## src/rtl/mul_pipe_unit.sv

```systemverilog
// Pipelined RV-style multiplier (MUL/MULH/MULHSU/MULHU) with valid/ready handshake,
// global stall and flush. Result appears at the last of STAGES register slices.
module mul_pipe_unit #(
  parameter int unsigned W      = 32,
  parameter int unsigned STAGES = 3,
  parameter int unsigned TW     = 5
) (
  input  logic          cpu_clk,
  input  logic          cpu_rstn,
  input  logic          in_valid,
  output logic          in_ready,
  input  logic [1:0]    in_op,
  input  logic [W-1:0]  in_a,
  input  logic [W-1:0]  in_b,
  input  logic [TW-1:0] in_tag,
  input  logic          flush,
  output logic          out_valid,
  input  logic          out_ready,
  output logic [W-1:0]  out_result,
  output logic [TW-1:0] out_tag,
  output logic          busy
);

  localparam int unsigned PW   = 2 * W;
  localparam int unsigned H    = W / 2;
  localparam int unsigned LAST = STAGES - 1;

  logic              stall;
  logic              accept;
  logic              a_signed;
  logic              b_signed;
  logic signed [W:0] a_ext;
  logic signed [W:0] b_ext;
  logic [PW-1:0]     a_x;
  logic [PW-1:0]     b_lo_x;
  logic [PW-1:0]     b_hi_x;
  logic [PW-1:0]     pp_lo;
  logic [PW-1:0]     pp_hi;
  logic [PW-1:0]     slice0_prod;

  logic [STAGES-1:0] valid_q;
  logic [1:0]        op_q   [STAGES];
  logic [TW-1:0]     tag_q  [STAGES];
  logic [PW-1:0]     prod_q [STAGES];
  logic [PW-1:0]     pp_hi_q;

  assign stall    = valid_q[LAST] & ~out_ready;
  assign in_ready = ~stall & ~flush;
  assign accept   = in_valid & in_ready;

  // B is split into an unsigned low half and a signed high half; both partial
  // products are taken modulo 2^PW, which is exact for the 2W-bit result.
  always_comb begin
    a_signed    = (in_op == 2'b01) || (in_op == 2'b10);
    b_signed    = (in_op == 2'b01);
    a_ext       = $signed({a_signed & in_a[W-1], in_a});
    b_ext       = $signed({b_signed & in_b[W-1], in_b});
    a_x         = {{(PW - W - 1){a_ext[W]}}, a_ext};
    b_lo_x      = {{(PW - H){1'b0}}, b_ext[H-1:0]};
    b_hi_x      = {{(PW - (W + 1 - H)){b_ext[W]}}, b_ext[W:H]};
    pp_lo       = a_x * b_lo_x;
    pp_hi       = (a_x * b_hi_x) << H;
    slice0_prod = (STAGES == 1) ? (pp_lo + pp_hi) : pp_lo;
  end

  always_ff @(posedge cpu_clk or negedge cpu_rstn) begin
    if (!cpu_rstn) begin
      valid_q <= '0;
      pp_hi_q <= '0;
      for (int i = 0; i < STAGES; i++) begin
        op_q[i]   <= '0;
        tag_q[i]  <= '0;
        prod_q[i] <= '0;
      end
    end else if (flush) begin
      valid_q <= '0;
    end else if (!stall) begin
      valid_q[0] <= accept;
      if (accept) begin
        op_q[0]   <= in_op;
        tag_q[0]  <= in_tag;
        prod_q[0] <= slice0_prod;
        pp_hi_q   <= pp_hi;
      end
      // Slice 1 completes the sum; later slices only carry the product along.
      for (int i = 1; i < STAGES; i++) begin
        valid_q[i] <= valid_q[i-1];
        if (valid_q[i-1]) begin
          op_q[i]   <= op_q[i-1];
          tag_q[i]  <= tag_q[i-1];
          prod_q[i] <= (i == 1) ? (prod_q[0] + pp_hi_q) : prod_q[i-1];
        end
      end
    end
  end

  assign out_valid  = valid_q[LAST];
  assign out_tag    = tag_q[LAST];
  assign out_result = (op_q[LAST] == 2'b00) ? prod_q[LAST][W-1:0] : prod_q[LAST][PW-1:W];
  assign busy       = |valid_q;

endmodule

```

## config.mk

```make
export PLATFORM = sky130hd
export DESIGN_NAME = mul_pipe_unit
export DESIGN_NICKNAME = d
export VERILOG_FILES = /design/src/rtl/mul_pipe_unit.sv
export SDC_FILE = /design/constraint.sdc
export NUM_CORES = 2
export LEC_CHECK = 0
export BUFFER_PORTS_ARGS = -buffer_cell sky130_fd_sc_hd__buf_2
export CAP_MARGIN = 20
export CORE_ASPECT_RATIO = 1.2
export CORE_MARGIN = 8
export CORE_UTILIZATION = 60
export CTS_CLUSTER_DIAMETER = 50
export CTS_CLUSTER_SIZE = 20
export DETAILED_ROUTE_END_ITERATION = 6
export PLACE_DENSITY = 0.77
export SLEW_MARGIN = 30
export SYNTH_ARGS = -nofsm -noshare
export SYNTH_HDL_FRONTEND = slang
export SYNTH_SLANG_ARGS = --single-unit
```

## constraint.sdc

```tcl
create_clock -name cpu_clk -period 7.8 [get_ports cpu_clk]
set_input_delay 0.39 -clock cpu_clk [delete_from_list [all_inputs] [get_ports cpu_clk]]
set_output_delay 0.39 -clock cpu_clk [all_outputs]
set_load 0.01 [all_outputs]
```

# [Word-level counts from Yosys, hierarchy flattened]
# Cells that the tools add are included.
[op_classes] n_mux=3 multipliers=2 n_eq_ne=3 n_reduce_logical=6 n_addsub=1 bitwise=8
[ops] cell="$add 64x64->64" n=1
[ops] cell="$mul 33x17->50" n=1
[ops] cell="$mul 33x17->48" n=1
[ops] cell="$mux 32" n=1
[ops] cell="$reduce_and 3->1" n=3
[ops] cell="$mux 3" n=2
[ops] cell="$and 1x1->1" n=5
[ops] cell="$not 1->1" n=3
[ops] cell="$reduce_or 3->1" n=1
[ops] cell="$eq 2x1->1 const B" n=1
[ops] cell="$eq 2x2->1 const B" n=1
[ops] cell="$logic_not 2->1" n=1
[ops] cell="$ne 2x2->1 const B" n=1
[ops] cell="$logic_or 1x1->1" n=1
[totals] out_inout_bits=40 elab_cells=34 inputBits=76 register_bits=264

# [Logic depth before layout (Yosys ltp)]
[logic_depth] word_depth=7 ltp_mapped=27 depth_no_buf=26

# [Worst setup path before layout]
# No wires, ideal clock.
[synth_timing] path_kind="in2reg" startpoint="input in_op[1]" endpoint="register prod_q[174] in the netlist's numbering" cell_stages=27 arrival_ns=6.373 path_buffers=1 setup_slack_ns=1.294 required_time_ns=7.667 setup_time_ns=0.133 cell_sequence="inv_1 ha_1 nor2b_1 clkbuf_1 nand2_1 fa_1 inv_1 fa_1 inv_1 fa_1 fa_1 inv_1 fa_1 inv_1 fa_1 inv_1 ha_1 inv_1 o21bai_1 a21o_1 a21o_1 a21oi_1 nor2_1 a211o_1 a31oi_1 xor2_1 o21ai_0"
[synth_between] elab_chain_cells=4 elab_cells_between_ends=5 cone_classes="mul (1); eq/ne (2); bitwise (1); reduce/logical (1)"
[synth_rtl] item="start: declaration" line="12" source="input logic [1:0] in_op,"
[synth_rtl] item="$eq 2x1->1 / $eq 2x2->1 (equally long branches)" line="54" source="a_signed = (in_op == 2'b01) || (in_op == 2'b10);"
[synth_rtl] item="$logic_or 1x1->1 (*)" line="54"
[synth_rtl] item="$and 1x1->1 (*)" line="56" source="a_ext = $signed({a_signed & in_a[W-1], in_a});"
[synth_rtl] item="$mul 33x17->50 (*)" line="61" source="pp_lo = a_x * b_lo_x;"
[synth_rtl] item="end signal: indexed assignment" line="91" source="prod_q[i] <= (i == 1) ? (prod_q[0] + pp_hi_q) : prod_q[i-1];"
[synth_rtl] item="end: declaration" line="44" source="logic [PW-1:0] prod_q [STAGES];"
# Every way passes the cells marked *; elsewhere a longest branch is shown, timed or not.
# A chain may end at the register's enable or synchronous reset.

# [Worst setup path after layout]
[layout_timing] startpoint="input in_a[16]" endpoint="register prod_q[190] in the netlist's numbering"
[layout_between] elab_chain_cells=1
[layout_rtl] item="start: declaration" line="13" source="input logic [W-1:0] in_a,"
[layout_rtl] item="$mul 33x17->50" line="61"
# No other way between the ends.

==> out/metrics.csv <==
stage;metric;value;unit
die;std_cell_rows;115;
die;die-area;0.0917;sq mm
critical_path;r2r_slack;4360;ps
timing;relSlewSlack;0.353;
die;die-width;278;microns
die;coreArea;0.0817;sq mm
critical_path;path_cells;buf_2 > buf_4 > nand2_1 > fa_1 > inv_1 > fa_1 > inv_1 > fa_1 > inv_1 > fa_1 > fa_1 > fa_1 > ha_1 > and2_1 > o21ai_0 > o21ai_0 > and3_1 > a21oi_1 > o21ai_0 > nor4b_1 > a21boi_0 > xnor2_1 > o21ai_0;
die;start_util;0.604;
clocking;cts.sinks;250;
grt;grt_first_pass_wirelength;212000;microns
clocking;cts_setup_buffers;0;
grt;grt_usage;0.289;
route;drt_iter0_markers;2459;
timing;worst_pin_slew;971;ps
critical_path;slowest_delay;560;ps
placement;dp.cells;6446;
grt;grt_pass1_vias;40900;
timing;post-route-period-util;0.887;
synthesis;avgSynthCellArea;9.02;sq um
clocking;tritoncts;built;
critical_path;slowest_stage;fa_1;
timing;timing.fmax;145;MHz
route;dr.pass1.iters;7;
cells_and_area;drive_gt1_frac;0.0761;
cells_and_area;ff_latch_area;0.00626;sq mm
cells_and_area;nFillCells;6754;
cells_and_area;layout_commonest_cell;inv_1;
synthesis;yosysWarnings;0;
timing;rsz0062_at_grt;false;
synthesis;synth_fp_nets;6854;
clocking;htreeDepth;1;
route;wire_per_inst;19.6;microns
synthesis;synth_top_area_frac;0.416;
die;io_pins;116;
route;drc;1;
synthesis;synth.area.top_cells;fa_1, dfrtp_1, inv_1;
timing;hold_viol_final;0;
clocking;clkLatencyLatePin;590;ps
critical_path;required;8240;ps
placement;dp_hpwl;103000;microns
cells_and_area;stdcell_area;0.0519;sq mm
timing;fin_worst_skew;20.3;ps
critical_path;cp-start-kind;input port;
timing;fin_crit;6910;ps
synthesis;syn_area;0.0493;sq mm
route;vias;36700;
critical_path;crit_fanout;19;
placement;io_buffers;115;
timing;setup_tns;0;ps
placement;placed_area;0.0508;sq mm
clocking;cts_max_path_buffers;3;
synthesis;dominantRegCellSynth;dfrtp_1;
cells_and_area;final_cell_mix;inv_1, fa_1, nand2_1;
route;finalWirelength;128000;microns
timing;final-setup-viol-count;0;
grt;antenna_found_initial;10;
synthesis;synthCells;5471;
critical_path;worstSetupPathType;input port to flop;
cells_and_area;multi_input_area;0.0374;sq mm
cells_and_area;syn_to_final_growth;5.32;%
synthesis;synth_seq_cells;250;
timing;maxSlewViolCount;0;
clocking;root_buffer;clkbuf_16;
grt;grt_remaining_overflow;0;
clocking;numCtsBuffers;27;
cells_and_area;fin_cells;6508;
job;cap_violations;0;
critical_path;path_buf_inv;5;
critical_path;crit_path_end_kind;flop;
placement;globalplace.congestion;0.933;
grt;grt_max_degree;135;
route;avgViaCountPerCell;5.64;
synthesis;ys_seq_area_frac;0.127;
synthesis;synth_edf_count;0;
synthesis;synth_async_sr_flop_share;1.00;
cells_and_area;final_nets;6813;
hold_path;hp-class;input port to flop;
clocking;cts_resized;0;
critical_path;cp_common_cell;fa_1;
critical_path;cp.arrival;7360;ps
outcome;run_status;complete, but fails checks;
clocking;cts.clk_slew.worst_paths;70;ps
outcome;violations;design-rule violations;
critical_path;path_delay_family;adder cells;
die;die_h;330;microns
route;drtAntennaViolNets;0;
synthesis;yosys.area.top_type;fa_1;
synthesis;ys_types;74;
-- worst reg2reg max path, cell delays in order (launching register included) --
cell and delay [ps]:
dfrtp_1 490, ha_1 290, inv_1 80, fa_1 200
nor2b_1 70, o2111ai_1 240, nand4_1 170, a32o_1 330
a31oi_1 460, o2111a_1 300, nor2_1 80, a31oi_1 250
mux2i_1 220, o311ai_0 140
-- through the flow --
| stage | hold slack (ps) | worst slack (ps) | util |
|---|---|---|---|
| floorplan | 94.4 | 1290 | - |
| global placement | 455 | 400 | 0.622 |
| detailed placement | 457 | 343 | 0.622 |
| CTS | 7.40 | 933 | 0.635 |
| global route | 46.0 | 551 | 0.635 |
| finish | 32.9 | 885 | 0.636 |
-- routing by layer --
layer | track usage | routed length (microns) | share of wire
met5 | 0 | 94 | 0.00074
met4 | 0.166 | 8840 | 0.069
met3 | 0.0511 | 9430 | 0.074
met2 | 0.500 | 61700 | 0.48
met1 | 0.339 | 47600 | 0.37
-- sequential cells by signal, indices dropped and copies added (netlist names) --
name,flops
valid_q,3
pp_hi_q,48
prod_q,178
out_tag,5
tag_q,10
op_q,6
-- cell usage after synthesis, types with 3 or more instances --
master and number:
and4_1 4, mux2_2 127, o21ai_1 3, a31oi_1 16
a21o_1 74, o31ai_1 12, a21boi_0 3, nand3_1 42
inv_1 1215, o2111ai_1 3, a211o_1 4, o21ai_0 196
xor2_1 71, xnor2_1 75, a21oi_2 3, and3_1 15
nor2b_1 13, buf_4 5, o41ai_1 4, nor3b_1 4
o21a_1 25, clkbuf_1 270, nand2_1 970, buf_2 3
o211ai_1 11, nor3_1 17, a311oi_1 3, a21oi_1 137
nand2b_1 14, dfrtp_1 250, mux2i_1 3, nor4b_1 3
o21bai_1 13, fa_1 1026, nor2_1 108, ha_1 281
nand4_1 17, and2_1 362, or2_2 12, a211oi_1 11
-- final cells by class --
cell class	instances	area share
Antenna cell	4	0.000193
Tap cell	1053	0.0254
Clock inverter	22	0.00614
Clock buffer	28	0.0131
Multi-Input combinational cell	3724	0.721
Sequential cell	250	0.120
Timing Repair Buffer	212	0.0263
Inverter	1215	0.0878
-- worst paths after layout --
check,from,endpoint,cells past startpoint
worst max-delay path,in_a[16],prod_q[190],23
worst min-delay path,in_op[0],op_q[4],3
worst max register to register,prod_q[144],prod_q[124],13
worst min register to register,prod_q[102],prod_q[102],2
max in group asynchronous,cpu_rstn,prod_q[58],4
min in group asynchronous,cpu_rstn,out_tag[0],2
-- what timing repair did --
| action | CTS | global route |
|---|---|---|
| setup endpoints to repair | 0 | 0 |
| hold buffers | 7 | 0 |
| endpoints found under the hold margin | 124 | 0 |
-- cells by family (layout without fill, tap and decap cells) --
| group | Yosys count | count (layout) | synth area share |
|---|---|---|---|
| AO/OA/AOI/OAI | 551 | 551 | 0.0692 |
| other | 0 | 4 | 0 |
| multiplexers | 130 | 130 | 0.0296 |
| buffers and inverters | 1497 | 1477 | 0.115 |
| flip-flops | 250 | 250 | 0.127 |
| XOR/XNOR | 146 | 146 | 0.0259 |
| AND/OR/NAND/NOR | 1590 | 1590 | 0.146 |
| adder cells (fa/ha/maj) | 1307 | 1307 | 0.488 |
Power is not shown: default switching activity piles up to over one toggle a cycle in this logic, so the estimate is an artifact.
